File: config.mk
export PLATFORM = sky130hd
export DESIGN_NAME = lpf_interp
export DESIGN_NICKNAME = d
export VERILOG_FILES = /design/src/rtl/lpf_interp.sv
export SDC_FILE = /design/constraint.sdc
export NUM_CORES = 1
export LEC_CHECK = 0
export ABC_AREA = 1
export CAP_MARGIN = 10
export CORE_MARGIN = 2
export CORE_UTILIZATION = 61
export CTS_CLUSTER_SIZE = 10
export DETAILED_ROUTE_END_ITERATION = 10
export PLACE_DENSITY = 0.82
export SYNTH_ARGS = -nofsm -noshare
export SYNTH_HDL_FRONTEND = slang
export SYNTH_SLANG_ARGS = --single-unit
File: constraint.sdc
create_clock -name clk -period 10.8 [get_ports clk]
set_clock_uncertainty 0.15 [all_clocks]
set_input_delay 1.62 -clock clk [delete_from_list [all_inputs] [get_ports clk]]
set_output_delay 1.62 -clock clk [all_outputs]
set_load 0.03 [all_outputs]
File: src/rtl/lpf_interp.sv
// lpf_interp: upsample-by-N linear interpolator for signed sample streams.
// Each accepted low-rate sample produces N output beats that ramp from the
// previous sample to the new one; the final beat equals the new sample.
module lpf_interp #(
  parameter int DATA_W = 16,
  parameter int LOG2_N = 2
) (
  input  logic                     clk,
  input  logic                     rst_n,
  input  logic                     in_valid,
  output logic                     in_ready,
  input  logic signed [DATA_W-1:0] x_in,
  output logic                     out_valid,
  input  logic                     out_ready,
  output logic signed [DATA_W-1:0] y_out
);

  localparam int N     = 1 << LOG2_N;
  localparam int ACC_W = DATA_W + LOG2_N + 1;
  localparam int DLT_W = DATA_W + 1;
  localparam int K_W   = LOG2_N + 1;

  typedef enum logic {S_IDLE, S_RUN} state_t;

  state_t                    r_state;
  state_t                    w_state_nxt;
  logic signed [DATA_W-1:0]  r_x_prev;
  logic signed [DATA_W-1:0]  r_x_cur;
  logic signed [DLT_W-1:0]   r_delta;
  logic signed [ACC_W-1:0]   r_acc;
  logic        [K_W-1:0]     r_k;
  logic signed [DATA_W-1:0]  r_y;

  logic                      w_last;
  logic                      w_xfer;
  logic                      w_accept;
  logic signed [DATA_W-1:0]  w_base;
  logic signed [DLT_W-1:0]   w_delta;
  logic signed [ACC_W-1:0]   w_acc_start;
  logic signed [ACC_W-1:0]   w_acc_step;

  // Arithmetic shift floors toward -inf; the beat always lies between the two
  // end samples, so truncating to DATA_W never overflows and needs no clamp.
  function automatic logic signed [DATA_W-1:0] f_beat(input logic signed [ACC_W-1:0] acc);
    return DATA_W'(acc >>> LOG2_N);
  endfunction

  assign out_valid = (r_state == S_RUN);
  assign y_out     = r_y;
  assign w_last    = (r_k == K_W'(N));
  assign w_xfer    = out_valid && out_ready;
  // out_ready feeds in_ready combinationally so a new ramp follows the last
  // beat of the previous one without a bubble.
  assign in_ready  = (r_state == S_IDLE) || (out_ready && w_last);
  assign w_accept  = in_valid && in_ready;

  // When accepting on the final beat, x_prev has not been updated yet, so the
  // new ramp must start from x_cur, which is the sample just completed.
  assign w_base      = (r_state == S_RUN) ? r_x_cur : r_x_prev;
  assign w_delta     = {x_in[DATA_W-1], x_in} - {w_base[DATA_W-1], w_base};
  assign w_acc_start = (ACC_W'(w_base) <<< LOG2_N) + ACC_W'(w_delta);
  assign w_acc_step  = r_acc + ACC_W'(r_delta);

  // State register.
  always_ff @(posedge clk or negedge rst_n) begin
    if (!rst_n) r_state <= S_IDLE;
    else        r_state <= w_state_nxt;
  end

  // Next-state: enter RUN on accept, return to IDLE after the last beat
  // leaves unless another sample is taken in the same cycle.
  always_comb begin
    w_state_nxt = r_state;
    case (r_state)
      S_IDLE: if (w_accept) w_state_nxt = S_RUN;
      S_RUN:  if (w_xfer && w_last && !w_accept) w_state_nxt = S_IDLE;
      default: w_state_nxt = S_IDLE;
    endcase
  end

  // Ramp datapath: load on accept, step on each beat transfer, hold on stall.
  always_ff @(posedge clk or negedge rst_n) begin
    if (!rst_n) begin
      r_x_prev <= '0;
      r_x_cur  <= '0;
      r_delta  <= '0;
      r_acc    <= '0;
      r_k      <= '0;
      r_y      <= '0;
    end else if (w_accept) begin
      r_acc   <= w_acc_start;
      r_y     <= f_beat(w_acc_start);
      r_k     <= K_W'(1);
      r_x_cur <= x_in;
      r_delta <= w_delta;
      if (r_state == S_RUN) r_x_prev <= r_x_cur;
    end else if (w_xfer) begin
      if (!w_last) begin
        r_acc <= w_acc_step;
        r_y   <= f_beat(w_acc_step);
        r_k   <= r_k + K_W'(1);
      end else begin
        r_x_prev <= r_x_cur;
      end
    end
  end

endmodule

== Yosys cells after proc, flatten, opt, wreduce, memory -nomap -nowiden ==
Index checks and enable logic that the tools add are counted.

* Input bits: 20
* Flip-flop bits (word level): 88

* Reduce and logical (&&, ||, !) cells: 11
* Bitwise gates (word level): 1
* Eq/ne operators: 2
* $add $sub $neg: 4
* Muxes and demuxes: 16

{| class="wikitable"
|+ Operator list
! operator !! number
|-
| 2-to-1 mux 16 bit || 7
|-
| 2-to-1 mux 19 bit || 3
|-
| adder 18 x 17 -> 19 bit || 1
|-
| adder 19 x 17 -> 19 bit || 1
|-
| subtractor 16 x 16 -> 17 bit || 1
|-
| 2-to-1 mux 3 bit || 3
|-
| logical AND 1 bit || 5
|-
| AND reduction 2 bit || 2
|-
| nonzero test 2 bit || 2
|-
| adder 3 x 1 -> 3 bit, second input constant || 1
|-
| == test 3 bit, second input constant || 1
|-
| 2-to-1 mux 1 bit || 2
|-
| != test 2 x 1 -> 1 bit, second input constant || 1
|-
| one-hot mux 1 bit (2 select lines) || 1
|-
| zero test 1 bit || 1
|-
| logical OR 1 bit || 1
|-
| inverter 1 bit || 1
|}

== Longest topological paths before layout ==
Gate-level depths: netlist (run 1).

* Word-level depth: 8
* Depth in mapped cells: 26
* Depth with buffers taken out: 25

== Worst setup path after synthesis (run 1) ==
Ideal clock, no wire load.

* Kind: input to register
* From: input x_in[0]
* To: register r_acc[17]
* Data required time: 10.573 ns
* Arrival time: 4.069 ns
* Buffers on the path: 0
* Stages on the path: 21
* Setup slack: 6.504 ns
* Cell sequence: inv_1 -> ha_1 -> inv_1 -> fa_1 -> nand2_1 -> nand2_1 -> nand3_1 -> nand2_2 -> a21oi_2 -> o21ai_2 -> xor2_1 -> ha_1 -> nand2_1 -> nor3_1 -> nor3b_1 -> nand2_1 -> nand3_1 -> inv_1 -> nand2_1 -> nand3_1 -> a21oi_1

* Longest elaborated chain between the ends: 3

{| class="wikitable"
|+ RTL lines
! item !! line !! source
|-
| start, declared || 12 || <nowiki>input logic signed [DATA_W-1:0] x_in,</nowiki>
|-
| subtractor 16 x 16 -> 17 bit || 60 || <nowiki>assign w_delta = {x_in[DATA_W-1], x_in} - {w_base[DATA_W-1], w_base};</nowiki>
|-
| via w_delta[14] || 38 || <nowiki>logic signed [DLT_W-1:0] w_delta;</nowiki>
|-
| adder 18 x 17 -> 19 bit || 61 || <nowiki>assign w_acc_start = (ACC_W'(w_base) <<< LOG2_N) + ACC_W'(w_delta);</nowiki>
|-
| 2-to-1 mux 19 bit || 90 || <nowiki>end else if (w_accept) begin</nowiki>
|-
| end signal, assigned || 91 || <nowiki>r_acc <= w_acc_start;</nowiki>
|-
| end signal, assigned || 99 || <nowiki>r_acc <= w_acc_step;</nowiki>
|-
| end, declared || 30 || <nowiki>logic signed [ACC_W-1:0] r_acc;</nowiki>
|}

The timed path passes the listed nets, and every way through them passes these cells.
A chain may end at the register's enable or synchronous reset.

== Worst setup path after layout (run 1) ==
* From: register r_state (netlist: out_valid)
* To: register r_acc[16]

* Elaborated cells between the ends (all ways): 11
* Those cells by class: 2 x add/sub; 1 x eq/ne; 2 x mux; 1 x bitwise; 5 x reduce/logical

{| class="wikitable"
|+ RTL lines
! item !! line !! source
|-
| start, declared || 25 || <nowiki>state_t r_state;</nowiki>
|-
| start signal, assigned || 67 || <nowiki>else r_state <= w_state_nxt;</nowiki>
|-
| 2-to-1 mux 16 bit || n/a ||
|-
| subtractor 16 x 16 -> 17 bit || 60 ||
|-
| via w_delta[13] || 38 ||
|-
| adder 18 x 17 -> 19 bit || 61 ||
|-
| 2-to-1 mux 19 bit || 90 ||
|}

The timed path passes the listed nets, and every way through them passes these cells.

==> metrics.txt, run 1 <==
outcome=complete, no violations; CTS max path bufs=2; CP peak stage delay=890 ps; area occupied by multi-input gates=0.00346 sq mm; worst r2r src=out_valid; final instance area=0.00631 sq mm; total gr overflow=0; HP Class=register to register; Worst Reg-to-Reg Cells=23; Most used DFF post-synth=dfrtp_1; Synth-to-Final Area Change=8.94%; final hold viol count=0; CTS tree=yes; initial antenna violation count=0; worst-margin pin slew=about 910 ps; critical path startpoint category=register; Synth area leader=dfrtp_1; hold-fix buffers at CTS=0; maximum number of pins on one net before global-route repair=72; library cells used by synthesis=40; Root Buffer=clkbuf_8; IO Pins=38; RePlAce Congestion=0.921; CP most frequent cell=nand2_1; post-CTS setup buffers=0; most frequent cells in the layout=nand2_1, inv_1, dfrtp_1; clk sink count=just over 70; Die W=~100 microns; Yosys warnings=0; layout cell share with drive strength beyond 1=6.70%; iteration-0 DRC count of the detailed router=between 400 and 500; Layout Cells excl Fill=roughly 970; syn avg cell area=7.09 sq um; FMAX=0.207 GHz; Die H=roughly 100 microns; Vias/cell=around 5.6; Worst setup EP type=register; number of fill cells=between 700 and 800; HPWL after DPL=10,200 microns; commonest non-fill, non-tap cell in the layout=nand2_1; vias in the first global route=5,209; Vias=5,397; crit path to=r_acc[16]; endpoints failing setup=0; dpl cells=949; maxcap violations=0; first drt pass iteration count=8; WL/cell=around 14 microns; Async SR Flop Fraction=100%; RSZ-0062 raised after global routing=no; register bit total from synthesis=71; GRT Util Overall=~30%; # DRC=0; Synth top area share=a little under a third; Worst path slowest cell=dfrtp_1; register area share after synthesis=30.7%; EDFF count, synth=0; H-Tree Depth=3; Final ANT Viol Nets=0; CP required=10,890 ps; Die ar.=0.0103 sq mm; num rows=35; TNS Setup=0 ps; Syn Inst Count=817; Area after DPL=0.00611 sq mm; CTS buffer count=9; Critical Path Fanout Max=23; Tcrit/Tclk final=44.8%; Synth area leaders=dfrtp_1, nand2_1, ha_1, inv_1, a21oi_1; syn_nets=890; worst r2r dst=r_acc[16]; Starting Density=62.7%; routed wire length=13,900 microns; Worst slew margin=39.3%; Cell Area, Synth=between 0.005 and 0.006 sq mm; clock-pin slew on the worst setup and hold paths=80 ps; # port buffers=37; first-pass GRT wire length=23,900 microns; Reg2Reg Setup Slack=about 6000 ps; n_diodes=0; Tmin final=between 4000 and 5000 ps; FF/Latch Area=between 0.0015 and 0.002 sq mm; Worst Path Arrival=4930 ps; Critical Path, Cell by Cell=inv_2 -> or2_2 -> o21ai_0 -> ha_1 -> a21oi_1 -> nand2_1 -> nand2_1 -> nand3_2 -> a21o_1 -> or2_0 -> and2_1 -> ha_1 -> nand2_1 -> nor3_1 -> inv_1 -> nor2_1 -> nor2_1 -> nand2_1 -> nand2_1 -> nand3_1 -> nand2_1 -> nand2_1 -> nand2_1; fin. max-slew vios=0; core area=roughly 0.0092 sq mm; Worst Setup Path Type=register to register; # resized after CTS=0; CP Launch Point=out_valid; Net count, final=~900; clk_lat worst skew=~350 ps
## Yosys cell counts (3+ instances only)
library cell / n
a21oi_1: 57
nor3_1: 7
nand4_1: 5
fa_1: 3
nand2_2: 5
or2_2: 13
nand3_1: 36
o21ai_1: 8
a21o_1: 9
buf_2: 17
o221ai_1: 15
o21bai_1: 7
o21ai_0: 34
or2_0: 3
nand3_2: 3
dfrtp_1: 71
buf_4: 17
inv_2: 3
ha_1: 50
a31oi_1: 8
xnor2_1: 9
o21ai_2: 5
nand2_1: 269
nor2_1: 45
inv_1: 82
xor2_1: 14
## logic make-up (layout without fill, tap and decap cells)
logic type	after synthesis	in the layout	synth area share, %
XOR/XNOR	23	23	3.48
AO/OA/AOI/OAI	152	152	15.8
buffers and inverters	123	142	9.59
AND/OR/NAND/NOR	395	395	28.6
adder cells (fa/ha/maj)	53	53	11.8
flip-flops	71	71	30.7
## per-layer routing
layer	up-vias	part of all wire [%]	GRT usage [%]
li1	2695	-	-
met1	2485	47	41.0
met2	188	45	47.2
met3	29	5.7	3.73
met4	0	2.1	8.84
met5	-	0	0
## critical path, delay by kind of cell, from the launching register on
| family | cells | cell delay (ps) |
|---|---|---|
| simple gates | 16 | 1920 |
| flops | 1 | 890 |
| fa+ha+maj | 2 | 730 |
| compound gates | 3 | 650 |
| buf+inv | 2 | 380 |
## registers in the layout (all words and copies together) (netlist names)
register / count
r_x_cur: 16
out_valid: 1
r_delta: 17
r_acc: 18
r_x_prev: 16
r_k: 3
## metrics by stage
stage,util [%],hold WS [ps],worst slack [ps]
after floorplan,-,283,6500
after global placement,66.2,297,5670
after detailed placement,66.2,310,5650
after CTS,68.3,324,5990
after global routing,68.3,351,5620
final,68.3,319,5960
## worst min path at each step
stage | startpoint | endpoint | slack, ps | depth (start not counted)
floorplan | r_k[2] | r_k[2] | 280 | 1
global placement | r_k[2] | r_k[2] | 300 | 1
CTS | r_k[2] | r_k[2] | 320 | 1
finish | r_k[2] | r_k[2] | 320 | 1
detailed placement | r_k[2] | r_k[2] | 310 | 1
global route | r_k[2] | r_k[2] | 350 | 1
## area by class of cell
class	instances	area share (%)
clock buffer	10	2.18
clock inverter	6	0.951
inverter	85	5.05
multi-input combinational	623	54.8
sequential	71	28.1
tap	129	2.56
timing repair buffer	41	6.26
Power of run 1 is not shown: default switching activity piles up to over one toggle a cycle in this logic, so the estimate is an artifact.
==> run 2, diff against run 1 <==
==> constraint.sdc (replaced) <==
create_clock -name clk -period 4.9 [get_ports clk]
set_clock_uncertainty 0.15 [all_clocks]
set_input_delay 0.735 -clock clk [delete_from_list [all_inputs] [get_ports clk]]
set_output_delay 0.735 -clock clk [all_outputs]
set_load 0.03 [all_outputs]
==> metrics.txt, run 2 (synthesized netlist as in run 1, its figures left out) <==
first drt pass iteration count=5 (was 8); GRT Util Overall=29.5% (was 29.1%); total gr overflow=0 (unchanged); critical path startpoint category=register (unchanged); TNS Setup=0 ps (unchanged); outcome=complete, no violations (unchanged); Die ar.=0.0103 sq mm (unchanged); # resized after CTS=0 (unchanged); Largest Register=r_acc (unchanged); Vias=5,403 (was 5,397); number of fill cells=792 (was 773); # DRC=0 (unchanged); Synth-to-Final Area Change=10.2% (was 8.94%); Worst setup EP type=register (unchanged); CTS max path bufs=2 (unchanged); Net count, final=904 (unchanged); endpoints failing setup=0 (unchanged); FMAX=0.236 GHz (was 0.207 GHz); post-CTS setup buffers=0 (unchanged); CTS buffer count=9 (unchanged); commonest non-fill, non-tap cell in the layout=nand2_1 (unchanged); Vias/cell=5.60 (was 5.59); iteration-0 DRC count of the detailed router=345 (was 449); core area=0.00924 sq mm (unchanged); IO Pins=38 (unchanged); RePlAce Congestion=0.918 (was 0.921); Tcrit/Tclk final=86.4% (was 44.8%); Starting Density=62.7% (unchanged); num rows=35 (unchanged); HPWL after DPL=10,400 microns (was 10,200 microns); Worst Setup Path Type=register to register (unchanged); fin. max-slew vios=0 (unchanged); Die H=101 microns (unchanged); Largest register FFs=18 (unchanged); hold-fix buffers at CTS=0 (unchanged); maximum number of pins on one net before global-route repair=69 (was 72); layout cell share with drive strength beyond 1=6.70% (unchanged); Worst slew margin=22.5% (was 39.3%); Die W=101 microns (unchanged); Tmin final=4230 ps (was 4840 ps); WL/cell=14.5 microns (was 14.4 microns); HP Class=input pin to async pin (was register to register); # port buffers=37 (unchanged); routed wire length=14,000 microns (was 13,900 microns); initial antenna violation count=0 (unchanged); dpl cells=949 (unchanged); clk sink count=71 (unchanged); H-Tree Depth=3 (unchanged); Critical Path Fanout Max=19 (was 23); Root Buffer=clkbuf_8 (unchanged); clock-pin slew on the worst setup and hold paths=80 ps (about the same); Layout Cells excl Fill=965 (unchanged); n_diodes=0 (unchanged); vias in the first global route=5,352 (was 5,209); most frequent cells in the layout=nand2_1, inv_1, dfrtp_1 (unchanged); final hold viol count=0 (unchanged); clk_lat worst skew=360 ps (was 350 ps); CP required=4990 ps (was 10,890 ps); maxcap violations=0 (unchanged); CTS tree=yes (unchanged); first-pass GRT wire length=24,200 microns (was 23,900 microns); Final ANT Viol Nets=0 (unchanged); Largest regs=r_acc: 18 flops, r_delta: 17 flops (unchanged); RSZ-0062 raised after global routing=no (unchanged); worst-margin pin slew=1160 ps (was 910 ps); Worst Path Arrival=4320 ps (was 4930 ps)
[run 2: cell types whose count changed in the layout (fill, tap and decap cells not counted), sizes merged]
cell      delta
bufinv       +3
clkbuf       -1
clkinv       -1
clkinvlp     -1
[run 2: worst paths after layout]
path	start	endpoint	slack, ps	cells after the start
setup / recovery	out_valid	r_acc[16]	670	22
hold / removal	rst_n	r_x_cur[3]	270	1
setup reg to reg	out_valid	r_acc[16]	670	22
hold reg to reg	r_k[2]	r_k[2]	320	1
max in group asynchronous	rst_n	r_delta[14]	3330	2
min in group clk	r_k[2]	r_k[2]	320	1
[run 2: worst max-delay path, stage by stage, from the launching register on]
cell	delay, ps
dfrtp_1	440
buf_4	230
o21ai_0	420
ha_1	370
a21oi_1	290
nand2_1	90
nand2_1	70
nand3_2	120
a21o_1	200
or2_0	210
and2_1	140
ha_1	370
nand2_1	90
nor3_1	260
inv_1	70
nor2_1	160
nor2_1	70
nand2_1	60
nand2_1	50
nand3_1	100
nand2_1	70
nand2_1	50
nand2_1	50
[run 2: through the flow]
stage               util [%]  worst slack (ps)  instance area [sq um]  hold WS [ps]
finish                  69.1               668                   6380           275
global route            69.1               332                   6380           313
CTS                     69.1               730                   6380           285
detailed placement      66.2               632                   6110           311
global placement        66.2               629                   6110           299
floorplan                  -              1060                   5790           283
[run 2: metal layers]
layer	share of wire [%]	routed length, microns	track usage (%)
met1	46	6470	39.5
met2	47	6540	48.5
met3	5.0	706	4.97
met4	2.1	299	10.4
met5	0	0	0
[run 2: layout make-up]
class / instances / area [sq um] / share of cell area, %
Timing Repair Buffer: 41 / 395 / 6.19
Multi-Input combinational cell: 623 / 3460 / 54.2
Inverter: 85 / 319 / 5.00
Clock buffer: 9 / 124 / 1.94
Sequential cell: 71 / 1780 / 27.8
Tap cell: 129 / 161 / 2.53
Clock inverter: 7 / 145 / 2.27
Power of run 2 is left out for the same reason.
